===== src/rtl/gcd_pkg.sv =====
// Shared definitions for the GCD requester: controller state encoding and default width.
package gcd_pkg;

  localparam int unsigned DEFAULT_W = 8;

  typedef enum logic [2:0] {
    StIdle,
    StCheck,
    StIssue,
    StBusy,
    StDeliver
  } state_t;

endpackage


===== src/rtl/gcd_req_fifo.sv =====
// Request FIFO for operand pairs. Pointers carry one extra wrap bit so empty is a plain
// pointer compare; full comes from the registered occupancy count.
module gcd_req_fifo #(
  parameter int unsigned WIDTH = 16,
  parameter int unsigned DEPTH = 4
) (
  input  logic             clk,
  input  logic             reset,
  input  logic             push,
  input  logic [WIDTH-1:0] wdata,
  input  logic             pop,
  output logic [WIDTH-1:0] rdata,
  output logic             full,
  output logic             empty
);

  localparam int unsigned AW = $clog2(DEPTH);
  localparam int unsigned CW = AW + 1;

  logic [WIDTH-1:0] mem [DEPTH];
  logic [AW:0]      wr_ptr_q, rd_ptr_q;
  logic [CW-1:0]    count_q;
  logic             do_push, do_pop;

  assign full    = (count_q == CW'(DEPTH));
  assign empty   = (wr_ptr_q == rd_ptr_q);
  assign do_push = push && !full;
  assign do_pop  = pop && !empty;
  assign rdata   = mem[rd_ptr_q[AW-1:0]];

  // Pointer and occupancy bookkeeping.
  always_ff @(posedge clk or posedge reset) begin
    if (reset) begin
      wr_ptr_q <= '0;
      rd_ptr_q <= '0;
      count_q  <= '0;
    end else begin
      if (do_push) wr_ptr_q <= wr_ptr_q + 1'b1;
      if (do_pop)  rd_ptr_q <= rd_ptr_q + 1'b1;
      case ({do_push, do_pop})
        2'b10:   count_q <= count_q + 1'b1;
        2'b01:   count_q <= count_q - 1'b1;
        default: count_q <= count_q;
      endcase
    end
  end

  // Storage array; contents need no reset since the pointers gate every read.
  always_ff @(posedge clk) begin
    if (do_push) mem[wr_ptr_q[AW-1:0]] <= wdata;
  end

endmodule


===== src/rtl/gcd_requester.sv =====
// Host-side initiator for the GCD unit go/done handshake. Buffers operand pairs, runs one
// job at a time on the GCD unit and returns results in order on a valid/ready stream.
// Optional BUSY watchdog with GCD unit reset: define GCD_REQ_TIMEOUT_EN.
module gcd_requester
  import gcd_pkg::*;
#(
  parameter int unsigned W              = DEFAULT_W,
  parameter int unsigned DEPTH          = 4,
  parameter int unsigned GO_CYCLES      = 2,
  parameter int unsigned TIMEOUT_CYCLES = 1024
) (
  input  logic         clk,
  input  logic         reset,
  input  logic         req_valid,
  output logic         req_ready,
  input  logic [W-1:0] req_a,
  input  logic [W-1:0] req_b,
  output logic         res_valid,
  input  logic         res_ready,
  output logic [W-1:0] res_data,
  output logic         res_err,
  output logic [W-1:0] gcd_x,
  output logic [W-1:0] gcd_y,
  output logic         go_i,
  input  logic         done,
  input  logic [W-1:0] gcd_d,
  output logic         gcd_rst,
  output logic         busy
);

  localparam int unsigned GW = $clog2(GO_CYCLES);

  if (DEPTH < 2 || (DEPTH & (DEPTH - 1)) != 0 || GO_CYCLES < 2 || TIMEOUT_CYCLES == 0)
  begin : g_bad_param
    $error("gcd_requester: illegal parameter combination");
  end

  state_t        state_q, state_d;
  logic          fifo_full, fifo_empty, fifo_pop;
  logic [2*W-1:0] fifo_rdata;
  logic [W-1:0]  gcd_x_q, gcd_y_q;
  logic [W-1:0]  res_data_q, res_data_d;
  logic          res_err_q, res_err_d;
  logic [GW-1:0] go_cnt_q, go_cnt_d;
  logic          done_q, done_rise, timeout;

  gcd_req_fifo #(
    .WIDTH (2 * W),
    .DEPTH (DEPTH)
  ) u_fifo (
    .clk   (clk),
    .reset (reset),
    .push  (req_valid),
    .wdata ({req_a, req_b}),
    .pop   (fifo_pop),
    .rdata (fifo_rdata),
    .full  (fifo_full),
    .empty (fifo_empty)
  );

  // A done level carried over from an earlier job must fall before it counts again.
  assign done_rise = done && !done_q;

`ifdef GCD_REQ_TIMEOUT_EN
  localparam int unsigned TW = $clog2(TIMEOUT_CYCLES + 1);
  logic [TW-1:0] to_cnt_q;

  // Watchdog counts BUSY cycles and restarts from zero on every BUSY entry.
  always_ff @(posedge clk or posedge reset) begin
    if (reset) begin
      to_cnt_q <= '0;
    end else if (state_q != StBusy) begin
      to_cnt_q <= '0;
    end else begin
      to_cnt_q <= to_cnt_q + 1'b1;
    end
  end

  assign timeout = (state_q == StBusy) && (to_cnt_q == TW'(TIMEOUT_CYCLES - 1)) && !done_rise;
  assign gcd_rst = timeout;
`else
  assign timeout = 1'b0;
  assign gcd_rst = 1'b0;
`endif

  // Next-state, FIFO pop and result selection.
  always_comb begin
    state_d    = state_q;
    fifo_pop   = 1'b0;
    go_cnt_d   = go_cnt_q;
    res_data_d = res_data_q;
    res_err_d  = res_err_q;
    unique case (state_q)
      StIdle: begin
        if (!fifo_empty) begin
          fifo_pop = 1'b1;
          state_d  = StCheck;
        end
      end
      StCheck: begin
        go_cnt_d = '0;
        // The GCD unit never terminates on a zero operand, so answer those locally.
        if (gcd_x_q == '0 && gcd_y_q == '0) begin
          res_data_d = '0;
          res_err_d  = 1'b1;
          state_d    = StDeliver;
        end else if (gcd_x_q == '0 || gcd_y_q == '0) begin
          res_data_d = gcd_x_q | gcd_y_q;
          res_err_d  = 1'b0;
          state_d    = StDeliver;
        end else begin
          state_d = StIssue;
        end
      end
      StIssue: begin
        if (go_cnt_q == GW'(GO_CYCLES - 1)) state_d = StBusy;
        else go_cnt_d = go_cnt_q + 1'b1;
      end
      StBusy: begin
        if (done_rise) begin
          res_data_d = gcd_d;
          res_err_d  = 1'b0;
          state_d    = StDeliver;
        end else if (timeout) begin
          res_data_d = '0;
          res_err_d  = 1'b1;
          state_d    = StDeliver;
        end
      end
      StDeliver: begin
        if (res_ready) state_d = StIdle;
      end
      default: state_d = StIdle;
    endcase
  end

  // State, operand and result registers.
  always_ff @(posedge clk or posedge reset) begin
    if (reset) begin
      state_q    <= StIdle;
      gcd_x_q    <= '0;
      gcd_y_q    <= '0;
      res_data_q <= '0;
      res_err_q  <= 1'b0;
      go_cnt_q   <= '0;
      done_q     <= 1'b0;
    end else begin
      state_q    <= state_d;
      res_data_q <= res_data_d;
      res_err_q  <= res_err_d;
      go_cnt_q   <= go_cnt_d;
      done_q     <= done;
      if (fifo_pop) begin
        gcd_x_q <= fifo_rdata[2*W-1:W];
        gcd_y_q <= fifo_rdata[W-1:0];
      end
    end
  end

  assign req_ready = !fifo_full;
  assign res_valid = (state_q == StDeliver);
  assign res_data  = res_data_q;
  assign res_err   = res_err_q;
  assign gcd_x     = gcd_x_q;
  assign gcd_y     = gcd_y_q;
  assign go_i      = (state_q == StIssue);
  assign busy      = (state_q != StIdle);

endmodule


===== config.mk =====
export PLATFORM = sky130hd
export DESIGN_NAME = gcd_requester
export DESIGN_NICKNAME = d
export VERILOG_FILES = /design/src/rtl/gcd_pkg.sv /design/src/rtl/gcd_req_fifo.sv /design/src/rtl/gcd_requester.sv
export SDC_FILE = /design/constraint.sdc
export NUM_CORES = 1
export LEC_CHECK = 0
export ABC_AREA = 1
export CORE_MARGIN = 2
export CORE_UTILIZATION = 49
export DETAILED_ROUTE_END_ITERATION = 10
export PLACE_DENSITY = 0.75
export SLEW_MARGIN = 20
export SYNTH_ARGS = -nofsm -noshare
export SYNTH_HDL_FRONTEND = slang
export SYNTH_SLANG_ARGS = --single-unit

===== constraint.sdc =====
create_clock -name clk -period 2.23 [get_ports clk]
set_clock_uncertainty 0.05 [all_clocks]
set_input_delay 0.446 -clock clk [delete_from_list [all_inputs] [get_ports clk]]
set_output_delay 0.446 -clock clk [all_outputs]
set_load 0.01 [all_outputs]

======== Yosys cells after proc, flatten, opt, wreduce, memory -nomap -nowiden ========
Memory sizes are Yosys's and may differ from the RTL's. A register that Yosys moved wholly into a read port is not among the register bits.
Cells that the tools add are included.
W data, S select, Z words.
operators by class
  $add $sub $neg .......................... 5
  equal/unequal tests ..................... 13
  multiplexer cells ....................... 22
  bitwise logic cells ..................... 1
  reduce and logical (&&, ||, !) cells .... 17
operator list
  cell                   count
  $mux W8                3
  $mux W3                6
  $logic_not A8 Y1       2
  $pmux W8 S2            1
  $pmux W3 S5            1
  $add A3 B1 Y3 const B  3
  $mux W1                8
  $or A8 B8 Y8           1
  $eq A3 B2 Y1 const B   2
  $eq A3 B3 Y1 const B   2
  $pmux W3 S2            1
  $reduce_bool A2 Y1     3
  $logic_and A1 B1 Y1    4
  $ne A2 B1 Y1 const B   2
  $ne A2 B2 Y1 const B   2
  $pmux W1 S2            2
  $reduce_and A4 Y1      1
  $eq A3 B1 Y1 const B   1
  $eq A3 B3 Y1           1
  $logic_not A1 Y1       3
  $logic_not A3 Y1       1
  $ne A3 B3 Y1 const B   1
  $reduce_and A3 Y1      1
  $reduce_bool A3 Y1     1
  5 further kinds        5
word-level totals
  bits in registers ....................... 23
  RAM bits ................................ 64
  output and inout bits ................... 30
  word-level logic and storage cells ...... 67
  memories kept ........................... 1
memory list
  memory      words  width  read ports  clocked after Yosys merged registers in  write ports  line                source
  u_fifo.mem  4      16     1           1                                        1            gcd_req_fifo.sv:20  logic [WIDTH-1:0] mem [DEPTH];

======== Longest topological paths before layout ========
  word-level depth ........................ 6
  depth in mapped cells ................... 15
  gate-level depth less buffers ........... 13

======== Modules after synthesis ========
A second synthesis with hierarchy kept.
unflattened totals
  cell total of the unflattened synthesis .. 417
  area, all modules ....................... 4,473.0 µm²
by module, submodules not included
  module         instances  cells each  area each (µm²)
  gcd_req_fifo   1          222         2,982.9
  gcd_requester  1          195         1,490.2

======== Worst setup path before layout ========
No wires, ideal clock.
  path kind ............................... reg-to-reg
  start ................................... register u_fifo.rd_ptr_q[0]
  end ..................................... register u_fifo.count_q[2]
  setup time .............................. 0.124 ns
  arrival time ............................ 1.986 ns
  required time ........................... 2.056 ns
  slack ................................... 0.069 ns
  cell stages (with the launch flop) ...... 16
  cell sequence ........................... dfrtp_1 -> buf_2 -> inv_2 -> nand2_1 -> nand2_1 -> nor2_2 -> nand2_2 -> nand2_4 -> inv_4 -> buf_6 -> ha_1 -> inv_1 -> fa_1 -> a21oi_1 -> o21ai_0 -> xnor2_1
between the ends
  cells in the longest elaborated chain, start to end .. 6
ends and longest elaborated chain
  what                                               line                 source
  start, declared                                    gcd_req_fifo.sv:21   logic [AW:0] wr_ptr_q, rd_ptr_q;
  start signal, assigned                             gcd_req_fifo.sv:39   if (do_pop) rd_ptr_q <= rd_ptr_q + 1'b1;
  $eq A3 B3 Y1 *                                     gcd_req_fifo.sv:26   assign empty = (wr_ptr_q == rd_ptr_q);
  $mux W1 *                                          gcd_requester.sv:95  if (!fifo_empty) begin
  $mux W1 *                                          gcd_requester.sv:93  unique case (state_q)
  via fifo_pop                                       gcd_requester.sv:39  logic fifo_full, fifo_empty, fifo_pop;
  $logic_and A1 B1 Y1 *                              gcd_req_fifo.sv:28   assign do_pop = pop && !empty;
  $eq A2 B1 Y1 or $eq A2 B2 Y1 (tied branches)       gcd_req_fifo.sv:40   case ({do_push, do_pop})
  $pmux W3 S2 or $reduce_bool A2 Y1 (tied branches)  -
  end signal, assigned                               gcd_req_fifo.sv:41   2'b10: count_q <= count_q + 1'b1;
  end signal, assigned                               gcd_req_fifo.sv:42   2'b01: count_q <= count_q - 1'b1;
  end signal, assigned                               gcd_req_fifo.sv:43   default: count_q <= count_q;
  end, declared                                      gcd_req_fifo.sv:22   logic [CW-1:0] count_q;
The timed path passes the listed nets; every way through them passes the cells marked *.
A chain may end at the register's enable or synchronous reset.

======== Worst setup path after layout ========
  start ................................... register state_q[2]
  end ..................................... output port busy
between the ends
  cells in the longest elaborated chain, start to end .. 1
ends and longest elaborated chain
  what                    line                  source
  start, declared         gcd_requester.sv:38   state_t state_q, state_d;
  start signal, assigned  gcd_requester.sv:140  state_q <= StIdle;
  start signal, assigned  gcd_requester.sv:148  state_q <= state_d;
  $reduce_bool A3 Y1      gcd_requester.sv:167  assign busy = (state_q != StIdle);
  end, declared           gcd_requester.sv:28   output logic busy
Every way passes these cells.

==> impl_metrics.tcl <==
set metrics [dict create \
    antenna_cells 0 \
    maxSlewViolCount 0 \
    final.setup.tns_ns 0 \
    port_buffers 57 \
    critical_path_class "reg2out" \
    hold_viol 0 \
    reg2regPathDepth 13 \
    routed_wl_um 8790 \
    register_area_sq_um 2900 \
    period_share 0.958 \
    irDropWorstVdd_uv 564 \
    timing.fmax_mhz 468 \
    min_period_ns 2.14 \
    h-tree-depth 3 \
    gp_congestion 0.747 \
    status "finished, final reports clean" \
    endpoint_kind "output port" \
    grt_pass1_vias 2925 \
    synth-seq-cells 103 \
    grtUsageMet2 0.315 \
    grt_pass1_wl_um 14600 \
    place_hpwl_um 6070 \
    grtUsageMet1 0.253 \
    synth_cell_types 30 \
    wl_per_cell_um 15.1 \
    syn_area_per_cell_sq_um 10.9 \
    die_h_um 98.4 \
    hold_class "reg2reg" \
    setup_viol 0 \
    top_usage_layer "met2" \
    grt_max_degree 40 \
    grt_usage 0.188 \
    insertion_delay_ns 0.36 \
    drc 0 \
    antenna_found_initial 0 \
    startpoint "state_q[2]" \
    r2r-end "u_fifo.count_q[2]" \
    ios 59 \
    cap_viol_max_count 0 \
    drt-pass1-iter-count 4 \
    cp_max_fo 4 \
    ant_nets 0 \
    chipWidth_um 98.4 \
    via_count 3016 \
    drt-initial-drc-count 114 \
    fillCellCount 706 \
    hold-worst-slack_ns 0.428 \
    synth_cells 400 \
    powerDensity_nw_per_um2 1430 \
    syn_nets 436 \
    yosysSeqAreaShare 0.663 \
    endpoint "busy" \
    synth-warning-count 0 \
    final_core_util 0.620 \
    synth_area_sq_um 4370 \
    rsz0062_at_grt "false" \
    cts.path.max_buffers 2 \
    start_util 0.504 \
    r2r_slack_ns 0.21 \
    required_ns 1.73 \
    cts_tree "built" \
    multi_input_area_sq_um 1290 \
    core_area_sq_um 8680 \
    drive_above_1_share 0.131 \
    die_area_sq_um 9690 \
    rows 34 \
    via_per_inst 5.18 \
    start_kind "register" \
    cts-buffers-inserted 9 \
    use_met3 0.0482 \
    cts-root-buf "clkbuf_8" \
    nNetsFinal 506 \
    area_growth_pct 23.2 \
    p_leak_nw 2.18 \
    r2r_start "u_fifo.wr_ptr_q[1]" \
    crit_arrival_ns 1.64 \
    clkTransAtPathRegs_ns 0.10 \
    grt-ovfl-total 0 \
    cts_sinks 103 \
]
[what timing repair did]
item / CTS / global route
gates resized for setup: 5 / 4
endpoints found under the setup margin: 3 / 3
hold buffers: 0 / 0
buffers inserted: 0 / 2
[worst min path at each step]
stage	slack, ns	end	depth (start not counted)	start
3_3_place_gp	0.41	res_err	2	res_err
4_1_cts	0.43	res_data[7]	2	res_data[7]
3_5_place_dp	0.41	res_data[7]	2	res_data[7]
2_1_floorplan	0.39	u_fifo.count_q[0]	1	u_fifo.count_q[0]
6_report	0.43	res_data[7]	2	res_data[7]
5_1_grt	0.45	u_fifo.count_q[0]	1	u_fifo.count_q[0]
[state kept, by name, indices dropped and copies added (netlist names)]
signal           cells
res_data             8
res_err              1
gcd_y                8
u_fifo.mem          64
u_fifo.wr_ptr_q      3
u_fifo.count_q       3
done_q               1
u_fifo.rd_ptr_q      3
gcd_x                8
go_cnt_q             1
state_q              3
[final cells by class]
class | count | share of cell area
clock buffers | 9 | 0.0230
flip-flops and latches | 103 | 0.538
clock inverters | 6 | 0.0146
repair buffers | 72 | 0.136
inverters | 32 | 0.0228
well taps | 108 | 0.0251
multi-input cells | 252 | 0.240
[through the flow]
stage               instance area [sq um]  power (mW)  std cells  worst slack [ns]
floorplan                            4370        5.21        400            0.0694
global placement                     5150        6.37        565             0.177
detailed placement                   5150        6.50        565             0.102
CTS                                  5360        7.71        580            0.0206
global route                         5380        8.26        582            0.0210
finish                               5380        7.68        582            0.0942
[Yosys cell counts (all sizes together)]
cell	instances	area [sq um]
and2	2	12.5
dfrtp	39	976
edfxtp	64	1920
clkbuf	8	30.0
inv	32	123
xor2	3	26.3
buf	5	42.5
nand2	95	374
ha	6	75.1
xnor2	4	35.0
o22ai	16	100
fa	1	20.0
conb	1	3.75
nand4	10	62.6
a21oi	2	10.0
o21ai	54	304
nor2	52	219
nor3	1	5.00
nand3	5	30.0
[report_power, final]
part,leakage [nW],internal [mW],switching [mW]
logic,1.02,1.45,2.04
clock network,0.103,0.535,0.644
registers,1.06,2.64,0.362
[worst max-delay path, stage by stage, from the launching register on]
cell             delay [ns]
dfrtp_2                0.44
inv_2                  0.10
nand2_2                0.09
nor2_4                 0.13
inv_1                  0.06
clkdlybuf4s50_1        0.47
[cells by family after synthesis]
logic type	after synthesis	synth area share
AND/OR/NAND/NOR	165	0.161
flip-flops	103	0.663
AO/OA/AOI/OAI	72	0.0948
buffers and inverters	45	0.0447
XOR/XNOR	7	0.0140
adder cells (fa/ha/maj)	7	0.0218
other	1	0.000858
[layout by cell type, fill, tap and decap left out, drive strengths merged]
master	count
clkbuf	9
conb	1
and2	2
inv	34
ha	6
nand3	5
clkinv	3
xnor2	4
xor2	3
buf	15
nand2	95
o22ai	16
dfrtp	39
bufinv	1
o21ai	54
nor3	1
nor2	52
clkdlybuf4s50	56
edfxtp	64
dlygate4sd2	1
a21oi	2
nand4	10
fa	1
[per-layer routing]
metal / up-vias / wire length (um)
met5: - / 0
met4: 0 / 0
met3: 0 / 487
met2: 79 / 4330
met1: 1445 / 3980
li1: 1492 / -
No activity file was read; power rests on OpenSTA's default activity.
==> RTL edit 1, RTL diff (same settings) <==
The option `GCD_REQ_TIMEOUT_EN` is turned on by a define.
--- a/src/rtl/gcd_requester.sv
+++ b/src/rtl/gcd_requester.sv
@@ -3,2 +3,4 @@
 // Optional BUSY watchdog with GCD unit reset: define GCD_REQ_TIMEOUT_EN.
+`define GCD_REQ_TIMEOUT_EN
+
 module gcd_requester
Behaviour: same outputs for any inputs over 10 cycles, from zero or initial values and one cycle with reset high; that may be too few to reach the edited logic, so the function may still have changed.
==> RTL edit 1 against the original RTL <==
- via count is 18% higher
- total power up 24%
- setup slack got worse by 0.0063 ns
- synthesized area is 12% higher
- sequential cell count is 11 higher
- design area increased by 19%
- wire length is 23% higher
==> RTL edit 1: results <==
[yosys]
synth_adder_area_share_pct = 2.204
synth_mux_area_share_pct = 0.2307
synthXorXnorAreaFrac_pct = 1.435
synth_compound_area_share_pct = 9.252
synth_nets = 502
ys_async_sr_fraction_pct = 43.86
ys_seq_area_share_pct = 64.99
synthCells = 465

[clock_tree]
clk_latency_ns = 0.51
cts.clk_slew.worst_paths_ns = 0.06
htreeDepth = 4
numCtsBuffers = 17

[worst_setup_path]
cpMaxStageDelayCell = dfrtp_1
r2r_slack_ns = 0.16
cp_top_family = simple AND/OR/NAND/NOR gates
timing.rr.end = u_fifo.count_q[1]
slowest_delay_ns = 0.37

[routing]
wire_per_inst_um = 15.45
wl_mm = 10.78
drt_iter0_drc = 185
dr_total_vias = 3570

[cells_and_area]
drive_above_1_share_pct = 16.28
finish.utilization_pct = 65.79
fill_cells = 727

[global_routing]
grt_pass1_wl_mm = 17.73
grt_pass1_vias = 3509
grt_max_degree = 34

[placement]
dp.cells = 661
place_area_um2 = 5763
portBuffers = 58
post-place-ws_ns = -0.08758

[timing]
holdWs_ns = 0.2566

[power_and_ir_drop]
ir_worst_vdd_uv = 661.6

[worst_hold_path]
min_path_type = in2async

[run_status]
status = finished clean
[RTL edit 1: worst max path at each step]
stage                  startpoint                 to  slack [ns]  depth (start not counted)
3_5_place_dp                 done            gcd_rst       -0.09                          7
2_1_floorplan  u_fifo.rd_ptr_q[1]  u_fifo.count_q[2]        0.02                         13
6_report              to_cnt_q[0]            gcd_rst        0.09                          6
4_1_cts               to_cnt_q[0]            gcd_rst      -0.005                          6
3_3_place_gp                 done            gcd_rst       -0.02                          7
5_1_grt               to_cnt_q[0]            gcd_rst       0.004                          6
[RTL edit 1: cell type report]
class	instances	share of cell area, %
repair buffers	84	12.96
multi-input cells	303	24.02
clock buffers	18	6.529
well taps	133	2.600
flip-flops and latches	114	49.59
clock inverters	14	2.424
inverters	32	1.876
[RTL edit 1: cells by family (layout without fill, tap and decap cells)]
| logic type | count (synthesis) | after routing |
|---|---|---|
| xor gates and xnor gates | 8 | 8 |
| buffers and inverters | 48 | 148 |
| adders and majority gates | 8 | 8 |
| AOI/OAI and AO/OA | 81 | 81 |
| and+or+nand+nor | 205 | 205 |
| muxes | 1 | 1 |
| DFF | 114 | 114 |
[RTL edit 1: timing repair]
item / in CTS / in global routing
gates resized for setup: 13 / 9
hold buffers: 0 / 0
endpoints found under the setup margin: 4 / 2
pin swaps: 3 / 3
endpoints found under the hold margin: 0 / 0
buffers inserted: 2 / 3
[RTL edit 1: power breakdown]
group	total [mW]	internal, mW	switching, mW	leakage, nW
Combinational	3.68	1.53	2.15	1.17
Clock	2.60	1.60	0.996	0.277
Sequential	3.25	2.87	0.385	1.22
[RTL edit 1: metal layers]
layer	vias up	track usage, %	share of wire [%]
met5	-	0	0
met3	10	5.475	5.9
met2	107	34.82	49
met1	1694	27.19	44
met4	0	7.432	0.95
li1	1759	-	-
==> RTL edit 2, RTL diff (same flow settings) <==
Without the edit above. Register the output `res_err` once more, with the module's reset; this adds one clock of latency there. The other outputs are not delayed to match.
--- a/src/rtl/gcd_requester.sv
+++ b/src/rtl/gcd_requester.sv
@@ -162,3 +162,9 @@
   assign res_data  = res_data_q;
-  assign res_err   = res_err_q;
+  always_ff @(posedge clk or posedge reset) begin
+    if (reset) begin
+      res_err <= '0;
+    end else begin
+      res_err <= res_err_q;
+    end
+  end
   assign gcd_x     = gcd_x_q;
Behaviour: not the same (Yosys sat finds a counterexample within 4 cycles, from zero or initial values and one cycle with reset high).
==> RTL edit 2 against the original RTL <==
- hold slack got worse by 0.062 ns
- highest routed layer is now met4
- core utilization rose by 0.099 points
- total power rose by 1.6%
- design area is 0.65% higher
- combinational power up 2%
- sequential cell count increased by 1
- wire length is 4.7% higher
- synthesized area increased by 0.89%
- largest cell class unchanged
- largest power group unchanged
- setup slack got worse by 0.021 ns
==> RTL edit 2: results <==
[run_status]
status = finished clean

[placement]
post-place-ws_ns = 0.1096
portBuffers = 57
gp_congestion = 0.7767
hpwlAfterDp_mm = 6.116

[clock_tree]
clockRootBuffer = clkbuf_8
cts.clk_slew.worst_paths_ns = 0.11
htreeDepth = 3
numCtsBuffers = 9
clk_latency_ns = 0.36
cts_buffer_depth = 2

[global_routing]
antenna_found_initial = 0
grt_max_degree = 41
grt_pass1_wl_mm = 14.97
grt_usage_pct = 19.43
grt_pass1_vias = 3028

[worst_setup_path]
slowest_delay_ns = 0.57
critPathArrivalTime_ns = 1.66
cpMaxStageDelayCell = clkdlybuf4s50_1
cp_top_family = buffers and inverters
cp_max_fo = 7

[flow_run]
cap_viol_max_count = 0

[power_and_ir_drop]
ir_worst_vdd_uv = 538.9
power_leakage_nw = 2.208

[yosys]
synth_top_area_share_pct = 43.59
synth_area_leaders = edfxtp_1 (44%), dfrtp_1 (23%), nand2_1 (7.7%), o21ai_0 (5.0%), nor2_1 (4.3%)
synthFlopType = edfxtp_1
ys_seq_area_share_pct = 66.29
synth_commonest_cells = nand2_1 (90), edfxtp_1 (64), nor2_1 (50)
synth_nets = 439
yosysWarnings = 0
synth_edf_count = 64
ys_async_sr_fraction_pct = 38.46
ys_types = 30

[cells_and_area]
diodes = 0
drive_above_1_share_pct = 13.18
largest_reg_flops = 64
num-nets-final = 509

[worst_hold_path]
min_path_type = reg2reg

[routing]
viasPerCell = 5.208
drt_iter0_drc = 166
wl_mm = 9.206
drt_first_pass_iters = 4
[RTL edit 2: path summary, 6_finish.rpt]
| path | start | endpoint | slack [ns] | cells after the start |
|---|---|---|---|---|
| worst max-delay path | state_q[1] | res_valid | 0.07 | 2 |
| worst min-delay path | res_err_q | res_err | 0.37 | 0 |
| worst max register to register | u_fifo.wr_ptr_q[0] | u_fifo.count_q[2] | 0.20 | 14 |
| worst min register to register | res_err_q | res_err | 0.37 | 0 |
| max in group asynchronous | reset | gcd_y[4] | 1.33 | 3 |
| min in group asynchronous | reset | done_q | 0.44 | 3 |
[RTL edit 2: kinds of logic after synthesis]
logic type               share of synthesized area (%)
XOR/XNOR                                         1.390
AND/OR/NAND/NOR                                  16.40
other                                          0.08505
AO/OA/AOI/OAI                                    9.166
buffers and inverters                            4.512
flip-flops                                       66.29
adder cells (fa/ha/maj)                          2.157
[RTL edit 2: layer usage]
| layer | routed length [um] | vias up | global-route usage [%] | part of all wire [%] |
|---|---|---|---|---|
| met5 | 0 | - | 0 | 0 |
| met4 | 100 | 0 | 6.955 | 1.1 |
| met3 | 547 | 16 | 3.830 | 5.9 |
| met2 | 4351 | 95 | 31.44 | 47 |
| met1 | 4206 | 1445 | 26.38 | 46 |
| li1 | - | 1496 | - | - |
[RTL edit 2: metrics by stage]
step,cells,instance area [um^2]
finish,586,5419
global route,586,5419
CTS,583,5391
detailed placement,567,5179
global placement,567,5179
floorplan,403,4409
[RTL edit 2: area by class of cell]
cell class	instances	area (um^2)
clock buffer	9	123.9
clock inverter	7	83.83
fill	714	3302
inverter	32	122.6
multi-input combinational	254	1295
sequential	104	2924
tap	108	135.1
timing repair buffer	72	734.5
[RTL edit 2: what timing repair did]
| item | in CTS | in global routing |
|---|---|---|
| setup endpoints to repair | 2 | 2 |
| gates resized for setup | 3 | 4 |
| pin swaps | 0 | 1 |
| buffers inserted | 0 | 3 |
[RTL edit 2: where the power goes]
| part | leakage (nW) | switching [mW] | total, mW | internal, mW |
|---|---|---|---|---|
| logic | 1.03 | 2.09 | 3.55 | 1.46 |
| clock network | 0.103 | 0.678 | 1.22 | 0.541 |
| registers | 1.08 | 0.368 | 3.03 | 2.66 |
| total | 2.21 | 3.14 | 7.80 | 4.66 |
